--- config.mk ---
export PLATFORM = sky130hd
export DESIGN_NAME = layer_stream_sequencer
export DESIGN_NICKNAME = d
export VERILOG_FILES = /design/src/rtl/layer_stream_sequencer.sv
export SDC_FILE = /design/constraint.sdc
export NUM_CORES = 1
export LEC_CHECK = 0
export ABC_AREA = 1
export CAP_MARGIN = 20
export CORE_ASPECT_RATIO = 2
export CORE_MARGIN = 1.5
export CORE_UTILIZATION = 30
export DETAILED_ROUTE_END_ITERATION = 7
export PLACE_DENSITY = 0.5
export SETUP_SLACK_MARGIN = 0.5
export SYNTH_ARGS = -nofsm -noshare
export SYNTH_HDL_FRONTEND = slang
export SYNTH_SLANG_ARGS = --single-unit
--- constraint.sdc ---
create_clock -name clk -period 55.9 [get_ports clk]
set_clock_uncertainty 0.2 [all_clocks]
set_input_delay 5.59 -clock clk [delete_from_list [all_inputs] [get_ports clk]]
set_output_delay 5.59 -clock clk [all_outputs]
set_load 0.03 [all_outputs]
--- src/rtl/layer_stream_sequencer.sv ---
// rtl/layer_stream_sequencer.sv - double-buffered vector capture streamed element by element into a neuron layer
module layer_stream_sequencer #(
  parameter int NUM_IN     = 30,
  parameter int DATA_WIDTH = 16,
  parameter int GAP_CYCLES = 1,
  parameter int TIMEOUT    = 64
) (
  input  logic                         clk,
  input  logic                         rst,
  input  logic [NUM_IN*DATA_WIDTH-1:0] in_data,
  input  logic                         in_valid,
  output logic                         in_ready,
  output logic [DATA_WIDTH-1:0]        x_data,
  output logic                         x_valid,
  input  logic                         nrn_outvalid,
  output logic                         layer_done,
  output logic                         busy,
  output logic                         timeout_err,
  input  logic                         err_clr
);
  localparam int IW = (NUM_IN > 1) ? $clog2(NUM_IN) : 1;
  localparam int WW = (TIMEOUT > 0) ? $clog2(TIMEOUT + 1) : 1;
  localparam int GW = $clog2(GAP_CYCLES + 1);
  localparam logic [IW-1:0] LAST_IDX  = IW'(NUM_IN - 1);
  localparam logic [WW-1:0] WAIT_LAST = WW'((TIMEOUT > 0) ? TIMEOUT - 1 : 0);
  localparam logic [GW-1:0] GAP_LAST  = GW'(GAP_CYCLES - 1);

  typedef enum logic [1:0] {IDLE, STREAM, WAIT, GAP} state_t;

  state_t                state;
  logic [DATA_WIDTH-1:0] elem [2][NUM_IN];
  logic [1:0]            full;
  logic                  wr_bank;
  logic                  rd_bank;
  logic [IW-1:0]         idx;
  logic [IW-1:0]         idx_next;
  logic [WW-1:0]         wcnt;
  logic [GW-1:0]         gcnt;
  logic                  capture;
  logic                  release_bank;

  assign in_ready     = !full[wr_bank];
  assign capture      = in_valid && in_ready;
  assign release_bank = (state == STREAM) && (idx == LAST_IDX);
  assign busy         = (state != IDLE) || (|full);
  assign idx_next     = idx + 1'b1;

  // Bank contents need no reset: full[] alone decides whether a bank is meaningful.
  always_ff @(posedge clk) begin
    if (capture) begin
      for (int i = 0; i < NUM_IN; i++) begin
        elem[wr_bank][i] <= in_data[i*DATA_WIDTH +: DATA_WIDTH];
      end
    end
  end

  always_ff @(posedge clk or posedge rst) begin
    if (rst) begin
      state       <= IDLE;
      full        <= '0;
      wr_bank     <= 1'b0;
      rd_bank     <= 1'b0;
      idx         <= '0;
      wcnt        <= '0;
      gcnt        <= '0;
      x_valid     <= 1'b0;
      x_data      <= '0;
      layer_done  <= 1'b0;
      timeout_err <= 1'b0;
    end else begin
      layer_done <= 1'b0;
      if (err_clr) timeout_err <= 1'b0;
      // Capture and release always target different banks, so both may happen at once.
      if (capture) begin
        full[wr_bank] <= 1'b1;
        wr_bank       <= !wr_bank;
      end
      if (release_bank) full[rd_bank] <= 1'b0;

      case (state)
        IDLE: begin
          if (full[rd_bank]) begin
            state   <= STREAM;
            x_valid <= 1'b1;
            x_data  <= elem[rd_bank][0];
            idx     <= '0;
          end
        end
        STREAM: begin
          if (idx == LAST_IDX) begin
            rd_bank <= !rd_bank;
            idx     <= '0;
            x_valid <= 1'b0;
            wcnt    <= '0;
            state   <= WAIT;
          end else begin
            idx    <= idx_next;
            x_data <= elem[rd_bank][idx_next];
          end
        end
        WAIT: begin
          if (nrn_outvalid) begin
            layer_done <= 1'b1;
            gcnt       <= '0;
            state      <= GAP;
          end else if ((TIMEOUT != 0) && (wcnt == WAIT_LAST)) begin
            timeout_err <= 1'b1;
            gcnt        <= '0;
            state       <= GAP;
          end else begin
            wcnt <= wcnt + 1'b1;
          end
        end
        GAP: begin
          if (gcnt == GAP_LAST) state <= IDLE;
          else gcnt <= gcnt + 1'b1;
        end
        default: state <= IDLE;
      endcase
    end
  end
endmodule

## Word-level counts from Yosys, hierarchy flattened

Memory sizes are Yosys's and may differ from the RTL's.
Cells that the tools add are included.
W data, S select, Z words.

| word-level totals | value |
|---|---|
| bits in registers | 38 |
| word-level logic and storage cells | 101 |
| input port bits | 485 |
| memories kept | 1 |
| memory bits (writable) | 960 |

Memory list:

| memory | depth | bits a word | rd ports | clocked after memory_dff | wr ports | line | text |
|---|---|---|---|---|---|---|---|
| elem | 2 | 480 | 1 | 0 | 1 | 31 | `logic [DATA_WIDTH-1:0] elem [2][NUM_IN];` |

| operators by class | value |
|---|---|
| bitwise logic cells | 4 |
| magnitude comparators | 5 |
| $add $sub $neg | 3 |
| reductions and logical operators | 21 |
| equality and inequality tests | 12 |
| mux-type cells | 44 |

Operators by type and width:

| operator | number |
|---|---|
| $bmux W16 S5 | 1 |
| $mux W16 | 4 |
| $pmux W16 S2 | 1 |
| $mux W7 | 3 |
| $mux W1 | 19 |
| $mux W2 | 7 |
| $pmux W7 S2 | 1 |
| $mux W5 | 2 |
| $ne A2 B2 Y1 const B | 5 |
| $pmux W5 S2 | 1 |
| $pmux W2 S4 | 1 |
| $reduce_and A4 Y1 | 2 |
| $reduce_bool A2 Y1 | 4 |
| $add A7 B1 Y7 const B | 1 |
| $eq A7 B6 Y1 const B | 1 |
| $ge A6 B6 Y1 const B | 1 |
| $not A5 Y6 | 1 |
| $reduce_and A2 Y1 | 3 |
| $reduce_and A3 Y1 | 2 |
| $add A5 B1 Y5 const B | 1 |
| $eq A5 B5 Y1 const B | 1 |
| $eq A2 B2 Y1 const B | 2 |
| $logic_and A1 B1 Y1 | 4 |
| $lt A1 B2 Y1 const B | 2 |
| 14 further kinds | 19 |

## Depth between registers and ports, before layout

Gate-level depths: netlist of the first run.

| depth | value |
|---|---|
| depth in word-level cells | 8 |
| depth in mapped cells | 15 |
| mapped depth without buffers | 13 |

## Worst setup path after synthesis of the first run

OpenSTA, ideal clock, no wires.

| timing | value |
|---|---|
| path type | in2reg |
| from | in in_valid |
| to | mem elem[1][0] in the netlist's numbering, enable pin |
| stages | 2 |
| path slack | 28900 ps |
| buffers on the path | 0 |
| data arrival time | 25458 ps |
| cells stage by stage | inv_1 nor2_1 |

| on the way | value |
|---|---|
| longest elaborated chain between the ends | 3 |

Ends and longest elaborated chain:

| element | line | text |
|---|---|---|
| start: declaration | 11 | `input logic in_valid,` |
| $logic_and A1 B1 Y1 | 43 | `assign capture = in_valid && in_ready;` |
| $mux W1 | 50 | `if (capture) begin` |
| $mux W1 (not written as such) | 52 | `elem[wr_bank][i] <= in_data[i*DATA_WIDTH +: DATA_WIDTH];` |
| end: declaration | 31 |  |

Every way passes these cells.

## Worst setup path after layout of the first run

| timing | value |
|---|---|
| from | in in_valid |
| to | mem elem[1][327] in the netlist's numbering, enable pin |

The elaborated chain is that of the path after synthesis.

==> results.ini, run 1 <==
[worst_setup_path]
critPathMaxFanout = 74
critPathCaptureType = register
cp_common_cell = buf_4
cpLargestDelayFamily = buffers and inverters
cpPeakStageDelay_ns = 0.89
cp_slowest_cell = buf_4
crit_buf_inv = 6
path_cells = clkdlybuf4s50_1 > inv_1 > nor2_4 > buf_4 > buf_4 > buf_4 > buf_4
critPathKind = in -> reg
startpoint_type = input pin
critical_path_arrival_ns = 10.81
cp.required_ns = 56.01

[synth]
synth_edf_count = 960
ys_seq_area_frac = 0.7079
syn_inst = 3908
ys.flop_type = edfxtp_1
syn-num-nets = 4399
synth.distinct_cells = 32
syn_area_sq_um = 42030
ys_seq_elements = 997
yosysWarnings = 0
synthTopCellsByArea = edfxtp_1 (69%), nand2_1 (13%), nand3_1 (5.6%)
synth_top_area_share = 0.6859
syn_avg_cell_area_sq_um = 10.75
yosysTopAreaCell = edfxtp_1
postSynth.asyncResetShare = 0.03711

[power_and_ir_drop]
leakage_uw = 0.02012
power_density_nw_per_um2 = 41.80
vdd_ir_drop_max_uv = 29.87

[finish]
drive_gt1_frac = 0.05038
nNetsFinal = 4838
final_common_cell = nand2_1
final_cell_mix = nand2_1 (1408), edfxtp_1 (960), clkdlybuf4s50_1 (505)
syn_to_final_growth_pct = 23.70

[timing]
maxSlewHeadroom = 0.2788
fin_ws_ns = 45.20
rsz0062_at_grt = false
clock.fmax_ghz = 0.09346
tightest_slew_ns = 1.082
maxSlewViolCount = 0
min_period_over_period = 0.1914
finalSetupTns_ns = 0
finalHoldViolations = 0
finalCriticalPeriod_ns = 10.70
setup_viol = 0

[placed_design]
portBuffers = 505
gp_congestion = 0.7559
post-place-ws_ns = 44.41
hpwl_um = 87330

[global_route]
use_met2 = 0.3129
met3_usage = 0.04293
grt_max_degree = 152
grt_overflow = 0
use_met1 = 0.2235
grt_use_total = 0.1834
grt_pass1_wl_um = 190100
antenna_found_initial = 52
grt_pass1_vias = 28509
grt_busiest_layer = met2

[floorplanning]
fp-row-count = 194
die_w_um = 267.7
die_area_sq_um = 142500
core_area_sq_um = 139300
io_pins = 506
start_util = 0.3017
die_h_um = 532.3

[run_status]
status = completed

[clocking]
clockRootBuffer = clkbuf_16
post-cts-setup-buffers = 0
ctsLongestPathBuffers = 3
path_clk_slew_ns = 0.06
clock_latency_ns = 0.70
cts_num_sinks = 997
htreeDepth = 3
cts_made_buffers = 95
ctsResizeCount = 0
cts_tree = built
ctsHoldBuffers = 0

[detailed_routing]
vias = 28531
dr.pass1.iters = 5
post_drt_wl_per_cell_um = 20.93
drc_errors = 0
ant_nets = 0
wl_um = 131900
dr.first_iter.drc_count = 1611
vias_per_cell = 4.527

[hold_path]
hp-class = reg -> reg

[run]
drv_cap = 0

[cell usage after synthesis, types with 2 or more instances]
cell type  instances
a21oi_1           81
a31oi_1           16
buf_1             12
buf_2            116
buf_4             31
buf_6              7
clkbuf_1          40
dfrtp_1           37
edfxtp_1         960
ha_1               6
inv_1            364
inv_2              3
nand2_1         1408
nand2_2            2
nand3_1          468
nand4_1            4
nor2_1           239
o211ai_1           2
o21ai_0           42
o21ai_1           33
o22ai_1            7
or2_2             16
xor2_1             5
[per-layer routing]
| metal | vias to the layer above | part of all wire |
|---|---|---|
| met1 | 13669 | 0.40 |
| met3 | 199 | 0.066 |
| li1 | 13835 | - |
| met4 | 56 | 0.032 |
| met2 | 772 | 0.49 |
| met5 | - | 0.0029 |
[worst min-delay path, stage by stage (launching register included)]
cell	delay [ns]
dfrtp_1	0.35
nand2_1	0.06
nand2_1	0.05
[layout make-up]
class	count	area (sq um)
diodes	15	37.54
clock buffers	118	2589
clock inverters	58	555.5
fillers	13819	87340
inverters	367	1394
multi-input cells	2338	9876
flip-flops and latches	997	29760
well taps	1862	2330
repair buffers	548	5448
[per-stage QoR]
| step | util | hold WS, ns | area (sq um) | cells | total power, uW |
|---|---|---|---|---|---|
| final | 0.3731 | 0.2847 | 51990 | 6303 | 2173 |
| after CTS | 0.3727 | 0.2879 | 51920 | 6287 | 2218 |
| after floorplan | - | 0.2723 | 42030 | 3908 | 1325 |
| after detailed placement | 0.3501 | 0.2696 | 48780 | 6111 | 1559 |
| after global placement | 0.3501 | 0.2689 | 48780 | 6111 | 1555 |
| after global routing | 0.3729 | 0.3178 | 51960 | 6292 | 2282 |
[flip-flops by register name, indices dropped and copies added, names as in the netlist]
name	cells
state	2
x_data	16
rd_bank	1
wcnt	7
idx	5
wr_bank	1
x_valid	1
timeout_err	1
full	2
elem	960
layer_done	1
[path summary, 6_finish.rpt]
path | end | startpoint | slack, ns | cells after the start
max | elem[1][327] | in_valid | 45.20 | 7
min in group asynchronous | x_data[5] | rst | 5.15 | 3
min reg2reg | x_data[1] | x_data[1] | 0.28 | 2
max reg2reg | elem[1][327] | full[1] | 50.18 | 7
min | x_data[1] | x_data[1] | 0.28 | 2
max in group asynchronous | idx[0] | rst | 49.85 | 3
[cells by family (layout without fill, tap and decap cells)]
family | count (synthesis) | in the layout | synth area share
buf+inv | 573 | 1091 | 0.05864
xor+xnor | 6 | 6 | 0.001429
simple gates | 2140 | 2140 | 0.2067
other cells | 0 | 15 | 0
fa+ha+maj | 6 | 6 | 0.001786
compound gates | 186 | 186 | 0.02349
flops | 997 | 997 | 0.7079
[power breakdown]
| part | total [uW] | internal (uW) | switching [uW] |
|---|---|---|---|
| clock | 655 | 368 | 287 |
| combinational | 588 | 162 | 426 |
| sequential | 931 | 908 | 22.6 |
Power figures use the tool's default switching activity.
==> inputs of run 2 (changes only) <==
==> constraint.sdc (replaced) <==
create_clock -name clk -period 11.2 [get_ports clk]
set_clock_uncertainty 0.2 [all_clocks]
set_input_delay 1.12 -clock clk [delete_from_list [all_inputs] [get_ports clk]]
set_output_delay 1.12 -clock clk [all_outputs]
set_load 0.03 [all_outputs]
==> run 2 against run 1 <==
Non-clock buffer count shrank 1. Final area about the same. Total power rose to 5.1 times the previous value. Critical path type is now reg -> reg. Critical endpoint is now x_data[3]. Largest power group unchanged.
==> results.ini, run 2 (synthesized netlist as in run 1, its figures left out) <==
[detailed_routing]
wl_um = 144100  ; +9.2%
drc_errors = 0  ; unchanged
post_drt_wl_per_cell_um = 22.89  ; +9.4%
dr.pass1.iters = 6  ; +1
ant_nets = 0  ; unchanged
vias_per_cell = 4.611  ; +1.9%
dr.first_iter.drc_count = 2213  ; +37%
vias = 29028  ; +1.7%

[clocking]
ctsHoldBuffers = 0  ; unchanged
htreeDepth = 3  ; unchanged
clockRootBuffer = clkbuf_16
post-cts-setup-buffers = 0  ; unchanged
cts_tree = built
cts_made_buffers = 97  ; +2.1%
cts_num_sinks = 997  ; unchanged
ctsResizeCount = 0  ; unchanged
path_clk_slew_ns = 0.07  ; about the same
ctsLongestPathBuffers = 3  ; unchanged
clock_latency_ns = 0.69  ; about the same

[floorplanning]
die_h_um = 532.3  ; unchanged
start_util = 0.3017  ; unchanged
die_w_um = 267.7  ; unchanged
fp-row-count = 194  ; unchanged
die_area_sq_um = 142500  ; unchanged
io_pins = 506  ; unchanged
core_area_sq_um = 139300  ; unchanged

[global_route]
antenna_found_initial = 39  ; -25%
grt_max_degree = 152  ; unchanged
grt_pass1_wl_um = 204100  ; +7.4%
grt_use_total = 0.1996  ; +0.01622
grt_overflow = 0  ; unchanged
grt_pass1_vias = 28780  ; +0.95%

[power_and_ir_drop]
leakage_uw = 0.02007  ; -0.26%
vdd_ir_drop_max_uv = 149.5  ; +400%
power_density_nw_per_um2 = 211.4  ; +410%

[placed_design]
gp_congestion = 0.8202  ; +8.5%
portBuffers = 505  ; unchanged
hpwl_um = 98330  ; +13%
dpl_cell_area_sq_um = 48830  ; +0.10%

[finish]
final_common_cell = nand2_1
regMostFlops = elem
syn_to_final_growth_pct = 23.62  ; about the same
largest_reg_flops = 960  ; unchanged
num-fill-cells = 13799  ; -0.14%
reg_top3 = elem (960), x_data (16), wcnt (7)
fin_util = 0.3729  ; about the same
fin_area_sq_um = 51960  ; about the same
drive_gt1_frac = 0.04632  ; -0.004067
final_cell_mix = nand2_1 (1408), edfxtp_1 (960), clkdlybuf4s50_1 (505)
nNetsFinal = 4839  ; +0.021%

[worst_setup_path]
critPathCaptureType = register
critPathMaxFanout = 48  ; -35%
critical_path_arrival_ns = 5.24  ; -5.57 ns
startpoint_type = register
cp.required_ns = 11.64  ; -44.37 ns
critPathKind = reg -> reg

[timing]
min_period_over_period = 0.4283
finalSetupTns_ns = 0  ; unchanged
clock.fmax_ghz = 0.2085
maxSlewHeadroom = 0.2200  ; -0.05890
finalCriticalPeriod_ns = 4.797
maxSlewViolCount = 0  ; unchanged
tightest_slew_ns = 1.170  ; +0.08835 ns
setup_viol = 0  ; unchanged
finalHoldViolations = 0  ; unchanged
rsz0062_at_grt = false

[run_status]
status = completed

[run]
drv_cap = 0  ; unchanged

[hold_path]
hp-class = reg -> reg

## run 2: cell types whose count changed in the layout (fill, tap and decap cells not counted), sizes merged
cell      change
bufinv        +2
clkbuf       +13
buf           -1
diode         -7
clkinvlp      -1
clkinv       -10
inv           -3
## run 2: cell type report
cell class,count,area (sq um),area share
sequential,997,29760,0.5728
multi-input combinational,2338,9876,0.1901
timing repair buffer,547,5470,0.1053
clock buffer,131,2576,0.04958
tap,1862,2330,0.04484
inverter,367,1394,0.02683
clock inverter,46,531.8,0.01023
antenna,8,20.02,0.0003853
## run 2: worst paths after layout
check                           from     endpoint  slack [ns]  depth (start not counted)
hold reg to reg            x_data[2]    x_data[2]        0.31                          2
setup / recovery              idx[0]    x_data[3]        6.40                         12
min in group asynchronous        rst  timeout_err        0.70                          3
max in group asynchronous        rst      rd_bank        9.54                          3
setup reg to reg              idx[0]    x_data[3]        6.40                         12
hold / removal             x_data[2]    x_data[2]        0.31                          2
## run 2: worst max-delay path, stage by stage, from the launching register on
cell and delay, ns:
dfrtp_4 0.69, ha_4 0.67, clkinv_2 0.47, nor2_4 0.62, buf_4 0.68, nand2_1 0.18
nor2_1 0.14, nor2_1 0.14, nand2_1 0.35, nand3_1 0.20, nand3_1 0.10, nand2_1 0.05
nand2_1 0.06
## run 2: metrics by stage
stage / hold WS, ns / std cells / worst slack [ns] / total power (uW)
after floorplan: 0.2723 / 3908 / 2.217 / 6392
after global placement: 0.2899 / 6111 / 6.301 / 7870
after detailed placement: 0.2905 / 6111 / 6.291 / 7865
after CTS: 0.3096 / 6288 / 6.313 / 11180
after global routing: 0.3280 / 6289 / 6.265 / 11470
final: 0.3089 / 6296 / 6.403 / 10980
## run 2: per-layer routing
layer	up-vias	GRT usage	wire length, um
li1	13844	-	-
met4	50	0.07902	5587
met2	811	0.3497	72900
met5	-	0	315
met3	224	0.04085	8287
met1	14099	0.2367	57040
## run 2: where the power goes
group          internal, uW  switching (uW)
Combinational           815            2180
Clock                  1850            1440
Sequential             4530             166
